`src/rtl/pipeline_hazard_ctrl_pkg.sv`:
```
// Shared types and constants for the pipeline hazard controller.
package pipeline_hazard_ctrl_pkg;

  localparam int unsigned RegAddrWDefault = 4;

  // FSM state encoding
  typedef enum logic [1:0] {
    StRun     = 2'd0,
    StMulWait = 2'd1,
    StHalt    = 2'd2
  } hz_state_e;

  // Buffer control bit ordering, MSB first: PC, IF/ID, ID/EX, EX/MEM, MEM/WB
  typedef struct packed {
    logic pc_dis;
    logic ifid_dis;
    logic ifid_flush;
    logic idex_dis;
    logic idex_flush;
    logic exmem_dis;
    logic exmem_flush;
    logic memwb_dis;
    logic memwb_flush;
  } hz_ctrl_t;

  localparam hz_ctrl_t CtrlNone    = hz_ctrl_t'(9'b0_00_00_00_00);
  localparam hz_ctrl_t CtrlReset   = hz_ctrl_t'(9'b0_01_01_01_01);
  // Hold front end, bubble into EX/MEM: multiply wait and halt
  localparam hz_ctrl_t CtrlExStall = hz_ctrl_t'(9'b1_10_10_01_00);
  // Data memory wait: freeze everything up to EX/MEM, bubble into MEM/WB
  localparam hz_ctrl_t CtrlFreeze  = hz_ctrl_t'(9'b1_10_10_10_01);
  localparam hz_ctrl_t CtrlBranch  = hz_ctrl_t'(9'b0_01_01_00_00);
  localparam hz_ctrl_t CtrlLoadUse = hz_ctrl_t'(9'b1_10_01_00_00);

endpackage

```
`src/rtl/pipeline_hazard_ctrl_down_counter.sv`:
```
// Loadable down-counter with freeze and zero flag; tracks remaining multiply cycles.
module hz_down_counter #(
  parameter int unsigned W = 4
) (
  input  logic         i_clk,
  input  logic         i_rst,
  input  logic         i_load,
  input  logic [W-1:0] i_load_val,
  input  logic         i_dec,
  output logic [W-1:0] o_cnt,
  output logic         o_zero
);

  logic [W-1:0] r_cnt;

  // Load has priority over decrement; neither means hold
  always_ff @(posedge i_clk) begin
    if (i_rst) begin
      r_cnt <= '0;
    end else if (i_load) begin
      r_cnt <= i_load_val;
    end else if (i_dec) begin
      r_cnt <= r_cnt - W'(1);
    end
  end

  assign o_cnt  = r_cnt;
  assign o_zero = (r_cnt == '0);

endmodule

```
`src/rtl/pipeline_hazard_ctrl.sv`:
```
// Hazard/stall/flush sequencer for the five lockBuffer pipeline registers.
module pipeline_hazard_ctrl
  import pipeline_hazard_ctrl_pkg::*;
#(
  parameter int unsigned REG_ADDR_W = RegAddrWDefault,
  parameter int unsigned MUL_CYCLES = 4,
  parameter int unsigned CNT_W      = 16
) (
  input  logic                  i_clk,
  input  logic                  i_rst,
  input  logic [REG_ADDR_W-1:0] i_id_rs1,
  input  logic [REG_ADDR_W-1:0] i_id_rs2,
  input  logic                  i_id_use_rs1,
  input  logic                  i_id_use_rs2,
  input  logic [REG_ADDR_W-1:0] i_ex_rd,
  input  logic                  i_ex_is_load,
  input  logic                  i_ex_branch_taken,
  input  logic                  i_ex_mul_start,
  input  logic                  i_ex_halt,
  input  logic                  i_mem_busy,
  output logic                  o_pc_dis,
  output logic                  o_ifid_dis,
  output logic                  o_ifid_flush,
  output logic                  o_idex_dis,
  output logic                  o_idex_flush,
  output logic                  o_exmem_dis,
  output logic                  o_exmem_flush,
  output logic                  o_memwb_dis,
  output logic                  o_memwb_flush,
  output logic                  o_halted,
  output logic [CNT_W-1:0]      o_stall_cycles
);

  // The multiply's first EX cycle is spent in RUN, the last one releases from MUL_WAIT
  localparam logic [3:0] MulLoad = 4'(MUL_CYCLES - 2);

  hz_state_e        r_state;
  hz_state_e        w_state_d;
  hz_ctrl_t         w_ctrl;
  logic             w_load_use;
  logic             w_cnt_load;
  logic             w_cnt_dec;
  logic             w_cnt_zero;
  logic [3:0]       w_mul_cnt;
  logic [CNT_W-1:0] r_stall;

  hz_down_counter #(
    .W (4)
  ) u_mul_cnt (
    .i_clk      (i_clk),
    .i_rst      (i_rst),
    .i_load     (w_cnt_load),
    .i_load_val (MulLoad),
    .i_dec      (w_cnt_dec),
    .o_cnt      (w_mul_cnt),
    .o_zero     (w_cnt_zero)
  );

  // Load-use: the loaded register (never r0) is read by the instruction in ID
  always_comb begin
    w_load_use = i_ex_is_load && (i_ex_rd != '0) &&
                 ((i_id_use_rs1 && (i_id_rs1 == i_ex_rd)) ||
                  (i_id_use_rs2 && (i_id_rs2 == i_ex_rd)));
  end

  // State register
  always_ff @(posedge i_clk) begin
    if (i_rst) begin
      r_state <= StRun;
    end else begin
      r_state <= w_state_d;
    end
  end

  // Next-state and buffer control decode
  always_comb begin
    w_state_d  = r_state;
    w_ctrl     = CtrlNone;
    w_cnt_load = 1'b0;
    w_cnt_dec  = 1'b0;
    if (i_rst) begin
      w_ctrl = CtrlReset;
    end else if (i_mem_busy && (r_state != StHalt)) begin
      // State and mul_cnt frozen while memory is busy
      w_ctrl = CtrlFreeze;
    end else begin
      unique case (r_state)
        StRun: begin
          if (i_ex_halt) begin
            w_ctrl    = CtrlExStall;
            w_state_d = StHalt;
          end else if (i_ex_mul_start) begin
            w_ctrl     = CtrlExStall;
            w_cnt_load = 1'b1;
            w_state_d  = StMulWait;
          end else if (i_ex_branch_taken) begin
            w_ctrl = CtrlBranch;
          end else if (w_load_use) begin
            w_ctrl = CtrlLoadUse;
          end
        end
        StMulWait: begin
          if (!w_cnt_zero) begin
            w_ctrl    = CtrlExStall;
            w_cnt_dec = 1'b1;
          end else begin
            w_state_d = StRun;
          end
        end
        StHalt: begin
          w_ctrl = CtrlExStall;
        end
        default: begin
          w_state_d = StRun;
        end
      endcase
    end
  end

  // Saturating count of front-end stall cycles outside HALT
  always_ff @(posedge i_clk) begin
    if (i_rst) begin
      r_stall <= '0;
    end else if (w_ctrl.pc_dis && (r_state != StHalt) && (r_stall != '1)) begin
      r_stall <= r_stall + CNT_W'(1);
    end
  end

  assign o_pc_dis       = w_ctrl.pc_dis;
  assign o_ifid_dis     = w_ctrl.ifid_dis;
  assign o_ifid_flush   = w_ctrl.ifid_flush;
  assign o_idex_dis     = w_ctrl.idex_dis;
  assign o_idex_flush   = w_ctrl.idex_flush;
  assign o_exmem_dis    = w_ctrl.exmem_dis;
  assign o_exmem_flush  = w_ctrl.exmem_flush;
  assign o_memwb_dis    = w_ctrl.memwb_dis;
  assign o_memwb_flush  = w_ctrl.memwb_flush;
  assign o_halted       = (r_state == StHalt) && !i_rst;
  assign o_stall_cycles = r_stall;

endmodule

```
`config.mk`:
```
export PLATFORM = sky130hd
export DESIGN_NAME = pipeline_hazard_ctrl
export DESIGN_NICKNAME = d
export VERILOG_FILES = /design/src/rtl/pipeline_hazard_ctrl_pkg.sv /design/src/rtl/pipeline_hazard_ctrl_down_counter.sv /design/src/rtl/pipeline_hazard_ctrl.sv
export SDC_FILE = /design/constraint.sdc
export NUM_CORES = 1
export LEC_CHECK = 0
export BUFFER_PORTS_ARGS = -buffer_cell sky130_fd_sc_hd__buf_2
export CORE_ASPECT_RATIO = 1.75
export CORE_MARGIN = 2
export CORE_UTILIZATION = 31
export CTS_CLUSTER_DIAMETER = 120
export DETAILED_ROUTE_END_ITERATION = 16
export PLACE_DENSITY = 0.53
export SLEW_MARGIN = 20
export SYNTH_ARGS = -nofsm -noshare
export SYNTH_HDL_FRONTEND = slang
export SYNTH_HIERARCHICAL = 1
export SYNTH_SLANG_ARGS = --single-unit
export TNS_END_PERCENT = 20
```
`constraint.sdc`:
```
create_clock -name i_clk -period 3.5 [get_ports i_clk]
set_input_delay 0.175 -clock i_clk [delete_from_list [all_inputs] [get_ports i_clk]]
set_output_delay 0.175 -clock i_clk [all_outputs]
set_load 0.02 [all_outputs]
```
# Yosys cells after proc, flatten, opt, wreduce, memory -nomap -nowiden

Index checks and enable logic that the tools add are counted.

Bits in registers: 22
Bits in writable memories: 0
Bits in latches: 0
Bits in read-only memories: 0
Output and inout bits: 26
Memories: 0

Multiplexer cells: 23
Reductions and logical operators: 16
Divide/modulo/power cells: 0
Order comparisons: 0
$add $sub $neg: 2
Multipliers: 0
Eq/ne operators: 8
Shift-type cells: 0
Bitwise logic cells: 2

Operators by type and width:

| operator                                             | number |
|---|---|
| two-way mux 9 bit                                    | 7 |
| one-hot mux 9 bit (3 select lines)                   | 1 |
| adder 16 x 1 -> 16 bit (second input constant)       | 1 |
| inequality test 16 bit (second input constant)       | 1 |
| two-way mux 2 bit                                    | 5 |
| two-way mux 1 bit                                    | 9 |
| equality test 4 bit                                  | 2 |
| logical AND 1 bit                                    | 8 |
| one-hot mux 2 bit (3 select lines)                   | 1 |
| logical NOT 4 bit                                    | 1 |
| inequality test 2 bit (second input constant)        | 2 |
| AND reduction 4 bit                                  | 1 |
| nonzero test 4 bit                                   | 1 |
| subtractor 4 x 1 -> 4 bit (second input constant)    | 1 |
| inequality test 3 bit (second input constant)        | 1 |
| equality test 2 x 1 -> 1 bit (second input constant) | 1 |
| equality test 2 bit (second input constant)          | 1 |
| logical NOT 2 bit                                    | 1 |
| inverter 1 bit                                       | 2 |
| nonzero test 2 bit                                   | 1 |
| OR reduction 2 bit                                   | 1 |
| logical NOT 1 bit                                    | 1 |
| logical OR 1 bit                                     | 1 |

# Longest topological paths before layout

Word-level depth: 13
Mapped depth: 9
Gate-level depth less buffers: 9

# Hierarchy

The synthesis kept the hierarchy.

Modules (own cells, without submodules):

| module               | area each (sq um) | cells each | instances |
|---|---|---|---|
| pipeline_hazard_ctrl | 1468.9            | 179        | 1 |
| hz_down_counter      | 232.7             | 26         | 1 |

# Worst setup path after synthesis

No wires, ideal clock.

Path type: reg-to-reg
Start: reg u_mul_cnt.r_cnt[0], in the netlist u_mul_cnt/o_cnt[0]
End: reg r_stall[11], in the netlist o_stall_cycles[11]
Clock period less this slack: 2.121 ns
Slack: 1.379 ns
Setup time: 0.123 ns
Required time: 3.377 ns
Cell stages (with the launch flop): 10
Data arrival time: 1.998 ns
Path through: dfxtp_1 inv_1 ha_1 nor3b_1 nor2_1 nor2b_1 nor3_4 nand2_1 o22ai_1 mux2_1

Longest elaborated chain between the ends: 7

Ends and longest elaborated chain:

| element                            | RTL line                                | source |
|---|---|---|
| start, declared                    | pipeline_hazard_ctrl_down_counter.sv:14 | `logic [W-1:0] r_cnt;` |
| start signal, assigned             | pipeline_hazard_ctrl_down_counter.sv:21 | `r_cnt <= i_load_val;` |
| start signal, assigned             | pipeline_hazard_ctrl_down_counter.sv:23 | `r_cnt <= r_cnt - W'(1);` |
| logical NOT 4 bit                  | pipeline_hazard_ctrl_down_counter.sv:28 | `assign o_zero = (r_cnt == '0);` |
| via w_cnt_zero                     | pipeline_hazard_ctrl.sv:43              | `logic w_cnt_zero;` |
| two-way mux 9 bit                  | pipeline_hazard_ctrl.sv:103             | `if (!w_cnt_zero) begin` |
| one-hot mux 9 bit (3 select lines) | pipeline_hazard_ctrl.sv:87              | `unique case (r_state)` |
| two-way mux 9 bit                  | pipeline_hazard_ctrl.sv:83              | `end else if (i_mem_busy && (r_state != StHalt)) begin` |
| two-way mux 9 bit                  | pipeline_hazard_ctrl.sv:81              | `if (i_rst) begin` |
| logical AND 1 bit (2 in series)    | pipeline_hazard_ctrl.sv:124             | `end else if (w_ctrl.pc_dis && (r_state != StHalt) && (r_stall != '1)) begin` |
| end signal, assigned               | pipeline_hazard_ctrl.sv:125             | `r_stall <= r_stall + CNT_W'(1);` |
| end, declared                      | pipeline_hazard_ctrl.sv:45              | `logic [CNT_W-1:0] r_stall;` |

The timed path passes the listed nets, and every way through them passes these cells.
A chain may end at the register's enable or synchronous reset.

# Worst setup path after layout

Start: reg u_mul_cnt.r_cnt[0], in the netlist u_mul_cnt/o_cnt[0]
End: reg r_stall[13], in the netlist o_stall_cycles[13]

The elaborated chain is that of the path after synthesis.

==> results.md <==
Outcome:
- The run finished with clean final reports.

Setup path:
- In this design, the stage delay of the slowest critical-path cell is 0.42 ns.
- By startpoint and endpoint, the worst setup path is classified as reg -> reg.
- The signal on the critical path passes through inv_1 > ha_1 > nor3b_1 > nor2_1 > nor2b_1 > nor3_4 > nand2_1 > o22ai_1 > mux2_1.
- On the critical path the largest part of the delay comes from simple AND/OR/NAND/NOR gates.
- For this design, the slowest cell found on the critical path is nor3_4.
- In this run the worst path has a maximum fanout of 10.
- At the worst endpoint, the arrival time is approximately 2.6 ns.
- The sort of element at the end of the critical path is a register.
- The total buffers and inverters traversed by the critical path is 1.
- At the worst endpoint, the required time is 3.65 ns.
- The worst setup path is launched from a register.

STA:
- The final hold slack is 0.260 ns.
- The time the final worst path needs with I/O delays and setup is 2.44 ns.
- The final count of pins violating max slew is 0.
- The number of hold-slack violations in the final timing report is 0.
- The final worst slack is 1.06 ns.
- Setup violations remaining at the end of the flow were counted as 0.
- The maximum achievable frequency is 411 MHz.
- The clock skew after layout is about 0.0038 ns.
- Setup repair after global routing left no endpoint under its margin.
- The worst slew slack as a fraction of its limit is 61.5%.
- The actual transition at the worst max-transition pin is 0.577 ns.
- The fraction of the cycle the final worst path needs is 69.6%.
- The final total negative setup slack is 0 ns.

Logic synthesis:
- The share of the Yosys chip area taken by registers is 25.9%.
- The number of enable flip-flop cells after synthesis is 0.
- The register bit count reported by yosys is 22.
- By area the synthesized netlist is led by dfxtp_1 26%, nor2_1 5.1%, nand2_1 4.9%.
- After synthesis, the share of flip-flops with an asynchronous set or reset is 0%.
- The largest area contributor in the netlist is dfxtp_1.
- Ranked by instance count, the synthesized netlist is headed by 23 x nor2_1, 22 x dfxtp_1, 22 x nand2_1.
- In the post-synthesis netlist, the cell with the most instances is nor2_1.
- Averaged over all synthesized cells, the footprint is between 8 and 9 sq um.
- The number of different library cells used by synthesis comes to 52.
- The share of synthesized area in the top cell type comes to 25.9%.
- The number of warnings issued by yosys is 6.
- The most instantiated flip-flop cell in the synthesis netlist is dfxtp_1.
- Synthesis produced a netlist whose cell count is roughly 200.
- The netlist area before placement is 0.00170 sq mm.

Layout:
- The final layout net count is 271.
- The number of inserted diodes is 0.
- Once layout is complete, the utilization of the core stands at 38.1%.
- Relative to the synthesized area, the layout overhead comes to 18.7%.
- The share of post-route cells with drive strength above 1 is between 20% and 30%.

Clock network:
- The later-pin clock latency in the skew report is ~0.26 ns.
- The number of clock buffers inserted by TritonCTS is 3.
- The clock edge transition at the registers on the reported setup and hold paths is around 0.080 ns.
- The depth of the CTS H-tree is 1.
- TritonCTS built the clock tree.
- The cell at the root of the clock tree is clkbuf_8.
- The count of buffers added by post-CTS timing repair for setup is 0.
- The count of hold-fix buffers inserted at cts is 0.
- In this run the deepest clock path goes through 2 buffers.
- The number of clock sinks is 22.
- The number of gates given a new drive strength after cts is 0.

Job:
- Max-cap violations in this run came to 0.

Drt:
- The total wirelength of the detailed-routed design is roughly 4100 um.
- The per-cell via count in the routed design is 4.97.
- In the routed design, unresolved DRC markers number 0.
- The detailed-route wire length per cell is 13.0 um.
- The detailed router placed ~1600 vias in this run.
- The number of nets still failing antenna checks after routing is 0.
- For this run, the detailed router's first-pass iteration total came to 4.
- For this block, the initial DRC count from the detailed router was 34.

Power:
- The net switching share of the total power is roughly a third.
- The sequential power share is 48.1%.
- The internal portion of the total power is about 0.00039 W.
- Summed over all cells, the static leakage comes to 0.865 nW.
- The worst vdd rail ir drop is 0.000195 V.
- The switching component of the power is 0.000186 W.
- The overall power consumption is 0.000580 W.
- The areal power density over the cells is approximately 290 mW/mm^2.
- The combinational share of power is 23.8%.
- The part of the total power dissipated in the clock network is 28.0%.

Floorplanning:
- The region available for standard cell placement spans approximately 0.0053 sq mm.
- The die extent in y is 102 um.
- The floorplan step defined a die boundary enclosing roughly 0.006 sq mm.
- In this run the horizontal extent of the chip is 60.0 um.
- The number of top-level pins is 47.
- After floorplanning, the core was divided into 35 placement rows.
- The initial utilization of the core area, before any placement, comes to 32.1%.

GRT:
- The via count of the first global-routing pass is approximately 1500.
- For this run, the total global-route usage over all layers was measured as 14.2%.
- The first global-routing pass estimated between 6000 and 7000 um of wire.
- The number of antenna violations at the first check in global routing was 0.
- Summed over all layers, the global routing overflow is 0.
- The largest net degree at the start of global routing is 31.

Place:
- The placed wire-length estimate after detailed placement is 3290 um.
- Before CTS, the worst setup slack after placement is 1.10 ns.
- At the end of routability-driven placement, the weighted congestion stood at between 0.7 and 0.8.
- The number of buffer cells added on primary ports is 45.

Hold path:
- The class of the tightest hold or removal check is in -> reg.
[per-stage QoR]
step                std cells  area (sq um)
finish                    320          2020
global route              320          2020
CTS                       320          2020
detailed placement        317          1980
global placement          317          1980
floorplan                 208          1710
[flip-flops by register name, summed over array words and instances (netlist names)]
register	cells
o_stall_cycles	16
r_state	2
u_mul_cnt/o_cnt	4
[cell type report]
class                           count  area (sq um)
Sequential cell                    22           440
Timing Repair Buffer               45           225
Multi-Input combinational cell    166          1180
Clock buffer                        3          41.3
Fill cell                         578          3280
Inverter                           10          37.5
Tap cell                           74          92.6
[cells in the final DEF (no fill, tap or decap), types with 3 or more instances in the layout]
cell and instances:
buf_2 45, nor2_1 23, nand2_1 22, dfxtp_1 22, a21oi_1 12, and3_1 9, nor2b_1 9, inv_1 9
xor2_1 8, nand3_1 7, mux2i_1 7, nand4_1 5, o22ai_1 5, conb_1 5, o211ai_1 4, mux2_2 4
o21ai_0 3, xnor2_1 3, nor4_4 3, o21a_1 3, clkbuf_8 3
[worst paths after layout]
path | startpoint | to | slack, ns | cells after the start
min reg2reg | o_stall_cycles[12] | o_stall_cycles[12] | 0.50 | 2
max reg2reg | u_mul_cnt/o_cnt[0] | o_stall_cycles[13] | 1.06 | 9
min | i_ex_halt | r_state[1] | 0.26 | 3
max | u_mul_cnt/o_cnt[0] | o_stall_cycles[13] | 1.06 | 9
[power by group through the flow]
stage | clock network (W) | registers, W | logic, W
floorplan | 0 | 0.000291 | 0.0000883
detailed placement | 0 | 0.000285 | 0.000140
global route | 0.000180 | 0.000283 | 0.000153
global placement | 0 | 0.000286 | 0.000140
finish | 0.000163 | 0.000279 | 0.000138
CTS | 0.000170 | 0.000280 | 0.000140
[worst register-to-register path: cells and delay by family, from the launching register on]
kind / cells / cell delay [ns]
adders and majority gates: 1 / 0.20
muxes: 1 / 0.34
DFF: 1 / 0.41
AOI/OAI and AO/OA: 1 / 0.24
buffers and inverters: 1 / 0.07
and+or+nand+nor: 5 / 1.07
[routing by layer]
| layer | track usage, % | vias up | share of wire, % |
|---|---|---|---|
| li1 | - | 805 | - |
| met1 | 15.4 | 725 | 39 |
| met2 | 25.9 | 48 | 54 |
| met3 | 1.90 | 11 | 4.5 |
| met4 | 7.18 | 0 | 2.6 |
| met5 | 0 | - | 0 |
[cell families (layout without fill, tap and decap cells)]
kind of cell               Yosys count  in the layout  synth area share [%]
and+or+nand+nor                     96             96                  35.4
other                                2              5                 0.441
DFF                                 22             22                  25.9
AOI/OAI and AO/OA                   37             37                  16.0
muxes                               15             15                  9.85
xor gates and xnor gates            11             11                  5.66
adders and majority gates            2              2                  1.47
buffers and inverters               20             58                  5.29
No activity file was read; power rests on OpenSTA's default activity.
